`src/rtl/if_fetch_unit.sv`:
```
// if_fetch_unit: instruction-fetch stage feeding the IF/ID pipeline register.
// Owns the PC and keeps at most one request outstanding on the req/gnt/rvalid
// instruction bus. It presents a registered {addr, data, valid} entry and
// uses a one-entry skid buffer to absorb a response that lands during a hold.
// EX redirects flush the entry and the skid, and a kill flag discards the
// stale response that is still in flight.
module if_fetch_unit #(
  parameter logic [31:0] RESET_ADDR = 32'h0000_0000,
  parameter logic [31:0] NOP        = 32'h0000_0013
) (
  input  logic        sys_clk,
  input  logic        sys_rst,
  input  logic        flag_jump,
  input  logic [31:0] jump_addr,
  input  logic [2:0]  flag_hold,
  output logic        ibus_req,
  output logic [31:0] ibus_addr,
  input  logic        ibus_gnt,
  input  logic        ibus_rvalid,
  input  logic [31:0] ibus_rdata,
  output logic        inst_valid_o,
  output logic [31:0] inst_addr_o,
  output logic [31:0] inst_data_o
);

  typedef enum logic [0:0] {
    S_REQ  = 1'b0,
    S_WAIT = 1'b1
  } state_e;

  state_e      state_r, state_nxt_s;
  logic [31:0] pc_r, pc_nxt_s;
  logic [31:0] pend_addr_r, pend_addr_nxt_s;
  logic        kill_r, kill_nxt_s;
  logic        skid_valid_r, skid_valid_nxt_s;
  logic [31:0] skid_addr_r, skid_addr_nxt_s;
  logic [31:0] skid_data_r, skid_data_nxt_s;
  logic        out_valid_r, out_valid_nxt_s;
  logic [31:0] out_addr_r, out_addr_nxt_s;
  logic [31:0] out_data_r, out_data_nxt_s;
  logic        hold_s;
  logic        req_s;
  logic        take_s;

  assign ibus_req     = req_s;
  assign ibus_addr    = pc_r;
  assign inst_valid_o = out_valid_r;
  assign inst_addr_o  = out_addr_r;
  assign inst_data_o  = out_data_r;

  // Request gating: no fetch in reset or redirect cycles. No fetch while the
  // skid is occupied or a held entry is waiting, so a response always has room.
  always_comb begin
    hold_s = (flag_hold != 3'b000);
    if ((state_r == S_REQ) && !sys_rst && !flag_jump && !skid_valid_r &&
        !(hold_s && out_valid_r)) begin
      req_s = 1'b1;
    end else begin
      req_s = 1'b0;
    end
  end

  // Next-state logic: bus FSM, PC, kill flag, output entry and skid buffer.
  always_comb begin
    state_nxt_s      = state_r;
    pc_nxt_s         = pc_r;
    pend_addr_nxt_s  = pend_addr_r;
    kill_nxt_s       = kill_r;
    skid_valid_nxt_s = skid_valid_r;
    skid_addr_nxt_s  = skid_addr_r;
    skid_data_nxt_s  = skid_data_r;
    out_valid_nxt_s  = out_valid_r;
    out_addr_nxt_s   = out_addr_r;
    out_data_nxt_s   = out_data_r;
    take_s           = 1'b0;

    case (state_r)
      S_REQ: begin
        // A stale response after reset can only show up here; it is ignored.
        kill_nxt_s = 1'b0;
        if (req_s && ibus_gnt) begin
          pend_addr_nxt_s = pc_r;
          pc_nxt_s        = pc_r + 32'd4;
          state_nxt_s     = S_WAIT;
        end else begin
          state_nxt_s = S_REQ;
        end
      end
      S_WAIT: begin
        if (ibus_rvalid) begin
          state_nxt_s = S_REQ;
          kill_nxt_s  = 1'b0;
          take_s      = !kill_r;
        end else begin
          state_nxt_s = S_WAIT;
        end
      end
      default: begin
        state_nxt_s = S_REQ;
        kill_nxt_s  = 1'b0;
      end
    endcase

    if (flag_jump) begin
      // A redirect beats hold and any response arriving in the same cycle.
      pc_nxt_s         = jump_addr & ~32'h0000_0003;
      out_valid_nxt_s  = 1'b0;
      out_data_nxt_s   = NOP;
      skid_valid_nxt_s = 1'b0;
      take_s           = 1'b0;
      if ((state_r == S_WAIT) && !ibus_rvalid) begin
        kill_nxt_s = 1'b1;
      end else begin
        kill_nxt_s = 1'b0;
      end
    end else if (!hold_s) begin
      // The downstream stage takes the entry; refill it, oldest source first.
      if (skid_valid_r) begin
        out_valid_nxt_s  = 1'b1;
        out_addr_nxt_s   = skid_addr_r;
        out_data_nxt_s   = skid_data_r;
        skid_valid_nxt_s = 1'b0;
      end else if (take_s) begin
        out_valid_nxt_s = 1'b1;
        out_addr_nxt_s  = pend_addr_r;
        out_data_nxt_s  = ibus_rdata;
      end else begin
        out_valid_nxt_s = 1'b0;
        out_data_nxt_s  = NOP;
      end
    end else begin
      // Held: the entry is frozen, and a response is parked in the skid.
      if (take_s) begin
        skid_valid_nxt_s = 1'b1;
        skid_addr_nxt_s  = pend_addr_r;
        skid_data_nxt_s  = ibus_rdata;
      end else begin
        skid_valid_nxt_s = skid_valid_r;
      end
    end
  end

  // State registers. A reset taken mid-fetch arms kill for the abandoned reply.
  always_ff @(posedge sys_clk) begin
    if (sys_rst) begin
      state_r      <= S_REQ;
      pc_r         <= RESET_ADDR;
      pend_addr_r  <= 32'h0000_0000;
      kill_r       <= (state_r == S_WAIT);
      skid_valid_r <= 1'b0;
      skid_addr_r  <= 32'h0000_0000;
      skid_data_r  <= 32'h0000_0000;
      out_valid_r  <= 1'b0;
      out_addr_r   <= 32'h0000_0000;
      out_data_r   <= NOP;
    end else begin
      state_r      <= state_nxt_s;
      pc_r         <= pc_nxt_s;
      pend_addr_r  <= pend_addr_nxt_s;
      kill_r       <= kill_nxt_s;
      skid_valid_r <= skid_valid_nxt_s;
      skid_addr_r  <= skid_addr_nxt_s;
      skid_data_r  <= skid_data_nxt_s;
      out_valid_r  <= out_valid_nxt_s;
      out_addr_r   <= out_addr_nxt_s;
      out_data_r   <= out_data_nxt_s;
    end
  end

endmodule

```
`config.mk`:
```
export PLATFORM = sky130hd
export DESIGN_NAME = if_fetch_unit
export DESIGN_NICKNAME = d
export VERILOG_FILES = /design/src/rtl/if_fetch_unit.sv
export SDC_FILE = /design/constraint.sdc
export NUM_CORES = 1
export LEC_CHECK = 0
export ABC_AREA = 1
export CORE_MARGIN = 2
export CORE_UTILIZATION = 48
export CTS_BUF_LIST = sky130_fd_sc_hd__clkbuf_2 sky130_fd_sc_hd__clkbuf_4 sky130_fd_sc_hd__clkbuf_8
export DETAILED_ROUTE_END_ITERATION = 7
export GPL_TIMING_DRIVEN = 0
export PLACE_DENSITY = 0.77
export SETUP_SLACK_MARGIN = 0.1
export SLEW_MARGIN = 20
export SYNTH_ARGS = -nofsm -noshare
export SYNTH_HDL_FRONTEND = slang
export SYNTH_SLANG_ARGS = --single-unit
```
`constraint.sdc`:
```
create_clock -name sys_clk -period 1.3 [get_ports sys_clk]
set_input_delay 0.26 -clock sys_clk [delete_from_list [all_inputs] [get_ports sys_clk]]
set_output_delay 0.26 -clock sys_clk [all_outputs]
set_load 0.02 [all_outputs]
```
After elaboration in Yosys (flattened, before gate mapping)
Cells that the tools add are included.
Cells by class
  $add $sub $neg: 1
  equality and inequality tests: 2
  mux-type cells: 20
  bitwise gates (word level): 3
  reduce and logical (&&, ||, !) cells: 22
Operators with widths (count)
  two-way mux 32 bit: 7
  adder 32 x 3 -> 32 bit (second input constant): 1
  two-way mux 1 bit: 11
  logical AND 1 bit: 7
  zero test 1 bit: 6
  AND reduction 3 bit: 2
  != test 4 bit (second input constant): 1
  one-hot mux 1 bit (2 select lines): 2
  AND reduction 2 bit: 2
  nonzero test 2 bit: 2
  NOT 1 bit: 3
  nonzero test 3 bit: 1
  OR reduction 3 bit: 1
  != test 2 bit (second input constant): 1
  OR reduction 2 bit: 1
Word-level totals
  register bits: 196
  input bits: 72
  output and inout port bits: 98
  logic and storage cells: 59

Longest topological paths before layout
Gate-level depths: netlist of run 1.
  word-level depth: 10
  gate-level depth with buffers: 11
  mapped depth without buffers: 10

Worst setup path after synthesis of run 1
Ideal clock, no wire load.
  path type: flip-flop to flip-flop
  start point: register pc_r[3], in the netlist ibus_addr[3]
  end point: register pc_r[12], in the netlist ibus_addr[12]
  library setup time: 0.128 ns
  arrival time: 1.482 ns
  required time: 1.172 ns
  path slack: -0.310 ns
  stages on the path, launching flop included: 11
  path buffers: 0
  period minus slack after synthesis: 1.610 ns
  cells stage by stage: dfxtp_1 > ha_1 > nand2_1 > nor2_1 > nand2_2 > nor2_2 > nand2_1 > nand2_1 > nor2_1 > nor2_1 > nor2_1
Between the ends
  word-level cells in the longest chain between the ends: 4
Ends and longest elaborated chain
  start, declared: RTL line 32  | logic [31:0] pc_r, pc_nxt_s;
  start signal, assigned: RTL line 158  | pc_r <= pc_nxt_s;
  adder 32 x 3 -> 32 bit: RTL line 83  | pc_nxt_s = pc_r + 32'd4;
  two-way mux 32 bit: RTL line 81  | if (req_s && ibus_gnt) begin
  two-way mux 32 bit: RTL line 77  | case (state_r)
  two-way mux 32 bit: RTL line 104  | if (flag_jump) begin
No other way between the ends. The select of a mux whose other input is x is not followed.
A chain may end at the register's enable or synchronous reset.

Worst setup path in the final report of run 1
  start point: register pc_r[10], in the netlist ibus_addr[10]
  end point: register pc_r[21], in the netlist ibus_addr[21]
The elaborated chain is that of the path after synthesis.

==> results of run 1 <==
[registers in the layout, indices dropped and copies added, names as in the netlist]
| name | flops |
|---|---|
| skid_addr_r | 30 |
| inst_data_o | 32 |
| kill_r | 1 |
| skid_valid_r | 1 |
| inst_addr_o | 30 |
| ibus_addr | 30 |
| state_r | 1 |
| skid_data_r | 32 |
| pend_addr_r | 30 |
| inst_valid_o | 1 |
[timing repair]
| item | in CTS | in global routing |
|---|---|---|
| endpoints found under the hold margin | 7 | 5 |
| gates cloned | 7 | 13 |
| setup buffers | 33 | 33 |
| gates resized for setup | 739 | 505 |
| pin swaps | 11 | 133 |
| endpoints found under the setup margin | 282 | 282 |
[stage by stage]
stage,utilization [%],TNS (ns),cells
2_1_floorplan,-,-0.160,1209
3_3_place_gp,61.0,-126.38,1596
3_5_place_dp,61.0,-129.18,1596
4_1_cts,68.9,-22.09,1668
5_1_grt,81.0,-38.33,1713
6_report,81.0,-30.17,1713
[routing by layer]
layer | up-vias | share of wire [%] | track usage (%)
met2 | 653 | 49 | 48.6
li1 | 4458 | - | -
met1 | 4741 | 36 | 35.2
met4 | 0 | 5.2 | 13.6
met5 | - | 0 | 0
met3 | 156 | 9.7 | 4.66
[layout make-up]
| type | count | area share [%] |
|---|---|---|
| plain buffers | 80 | 5.41 |
| clock buffers | 20 | 1.93 |
| clock inverters | 12 | 0.981 |
| inverters | 154 | 4.41 |
| multi-input cells | 787 | 36.9 |
| flip-flops and latches | 188 | 28.5 |
| well taps | 225 | 2.02 |
| repair buffers | 247 | 19.8 |
[logic make-up (layout without fill, tap and decap cells)]
kind of cell	Yosys count	after routing
and+or+nand+nor	394	395
AOI/OAI and AO/OA	380	380
buffers and inverters	235	513
DFF	188	188
xor gates and xnor gates	7	7
adders and majority gates	1	1
other	1	4
[where the power goes]
group	internal [mW]	switching, mW
sequential	5.90	0.202
clock	1.85	2.24
combinational	0.918	1.10
total	8.67	3.55
[critical path, delay by kind of cell (launching register included)]
kind / cells / cell delay [ns]
AO/OA/AOI/OAI: 1 / 0.15
AND/OR/NAND/NOR: 7 / 1.00
flip-flops: 1 / 0.40
[cell usage after synthesis (all sizes together)]
library cell	count
buf	40
o21bai	6
nor2	121
dfxtp	187
and2	1
o22ai	1
xnor2	5
a31oi	3
edfxtp	1
o21ai	190
nand2	186
inv	154
a21oi	178
xor2	2
a21boi	2
ha	1
conb	1
clkbuf	41
nand3	86
[placed cells by master (no fill, tap or decap), types with 14 or more instances in the layout]
| cell | n |
|---|---|
| nor2_2 | 20 |
| nor2_1 | 72 |
| clkbuf_1 | 19 |
| buf_6 | 110 |
| o21ai_2 | 41 |
| a21oi_1 | 61 |
| clkdlybuf4s50_1 | 67 |
| clkbuf_8 | 20 |
| dfxtp_2 | 64 |
| o21ai_4 | 14 |
| dfxtp_1 | 92 |
| dfxtp_4 | 31 |
| nand2_1 | 165 |
| nor2_4 | 29 |
| buf_4 | 65 |
| a21oi_2 | 115 |
| buf_8 | 16 |
| o21ai_1 | 29 |
| nand3_2 | 32 |
| nand3_4 | 15 |
| nand3_1 | 40 |
| o21ai_0 | 106 |
| inv_1 | 140 |
[path summary, 6_finish.rpt]
path,endpoint,from,slack (ns),depth (start not counted)
setup / recovery,ibus_addr[21],ibus_addr[10],-0.33,8
hold / removal,inst_valid_o,sys_rst,0.13,4
setup reg to reg,ibus_addr[21],ibus_addr[10],-0.33,8
hold reg to reg,skid_addr_r[2],skid_addr_r[2],0.46,2
==> impl_metrics.env, run 1 <==
export IMPL_syn_avg_cell_area_um2=6.96
export IMPL_crit_fanout=5
export IMPL_postLayoutCellArea_um2=13900
export IMPL_regArea_um2=3970
export IMPL_wl_per_cell_um=19.6
export IMPL_synth_distinct_cells=31
export IMPL_grt_pass1_vias=8440
export IMPL_worst_slew_pin_slew_ns=1.04
export IMPL_synth_top_family_by_area="compound AO/OA/AOI/OAI gates"
export IMPL_preCtsSetupSlack_ns=-0.922
export IMPL_vias_per_cell=5.84
export IMPL_hold_viol_final=0
export IMPL_initial_core_util_pct=48.9
export IMPL_whs_ns=0.130
export IMPL_cp_cell_sequence="nand2_1 -> nor2_2 -> nand2_1 -> nor2_4 -> nand2_1 -> nand2_1 -> nand3_4 -> a21oi_2"
export IMPL_gp_routability_congestion=0.848
export IMPL_synthCells=1206
export IMPL_cp_end_kind="register"
export IMPL_multi_input_area_um2=5130
export IMPL_critPathLaunchType="register"
export IMPL_leakage_nw=5.37
export IMPL_clock_skew_ns=0.0133
export IMPL_finalPower_mw=12.2
export IMPL_drive_above_1_share_pct=45.0
export IMPL_post_dp_cell_area_um2=10500
export IMPL_violations="setup timing"
export IMPL_ant_nets=0
export IMPL_first_pass_iters=5
export IMPL_htree_levels=4
export IMPL_drtIter0Drc=792
export IMPL_synth_seq_cells=188
export IMPL_nets=1548
export IMPL_path_class="register to register"
export IMPL_worst_hold_path_type="input pin to register"
export IMPL_grt_pass1_wl_um=41600
export IMPL_wl_um=33600
export IMPL_vias=10000
export IMPL_grt_max_degree=17
export IMPL_layout_min_cycle_time_ns=1.63
export IMPL_arrival_ns=2.04
export IMPL_synth_area_leaders="dfxtp_1 (45%), o21ai_0 (11%), a21oi_1 (10%)"
export IMPL_setup_viol=178
export IMPL_path_common_cell="nand2_1"
export IMPL_cts_tree="yes"
export IMPL_cts_buffers=17
export IMPL_slew_violations=0
export IMPL_slew_headroom_pct=30.5
export IMPL_fin_crit_sh_pct=126
export IMPL_clock_sinks=188
export IMPL_synthMuxAreaShare_pct=0
export IMPL_syn_to_final_growth_pct=65.7
export IMPL_slowest_stage="dfxtp_4"
export IMPL_cp_required_ns=1.71
export IMPL_rsz0062_at_grt="yes"
export IMPL_yosys_warnings=0
export IMPL_grt_use_total_pct=28.6
export IMPL_num_io_pins=170
export IMPL_placementRows=48
export IMPL_antenna_found_initial=0
export IMPL_core_um2=17200
export IMPL_drcViolationCount=0
export IMPL_fp_dieW_um=136
export IMPL_slowest_delay_ns=0.40
export IMPL_hpwl_um=17800
export IMPL_max_freq_mhz=613
export IMPL_yosys_area_share_xor_xnor_pct=0.730
export IMPL_synth_top_cell_area_share_pct=44.6
export IMPL_path_clk_slew_ns=0.10
export IMPL_fill_cells=967
export IMPL_die_height_um=136
export IMPL_insertion_delay_ns=0.49
export IMPL_synth_compound_area_share_pct=23.1
export IMPL_synthSimpleGateAreaFrac_pct=19.6
export IMPL_maxCapViolations=0
export IMPL_fp_dieArea_um2=18600
export IMPL_ys_seq_area_share_pct=45.0
export IMPL_root_buffer="clkbuf_8"
export IMPL_powerDensity_nw_per_um2=878
export IMPL_setup_slack_ns=-0.332
export IMPL_synth_top_area_cell="dfxtp_1"
export IMPL_synthesis_area_um2=8390
export IMPL_antenna_cells=0
export IMPL_io_buffers=162
export IMPL_gr_total_overflow=0
export IMPL_post_synth_fa_ha_maj_area_fraction_pct=0.149
export IMPL_outcome="finished with violations"
export IMPL_cts_buffer_depth=2
export IMPL_peakVddDrop_v=0.000725
Note: power is estimated with default switching activity, not from simulation.
==> run 2: changes to the inputs <==
--- a/config.mk
+++ b/config.mk
@@ -6,6 +6,7 @@
 export NUM_CORES = 1
 export LEC_CHECK = 0
 export ABC_AREA = 1
+export ABC_CLOCK_PERIOD_IN_PS = 1300
 export CORE_MARGIN = 2
 export CORE_UTILIZATION = 48
 export CTS_BUF_LIST = sky130_fd_sc_hd__clkbuf_2 sky130_fd_sc_hd__clkbuf_4 sky130_fd_sc_hd__clkbuf_8
==> results of run 2 <==
Final layout, timing and power as in run 1 (identical DEF).
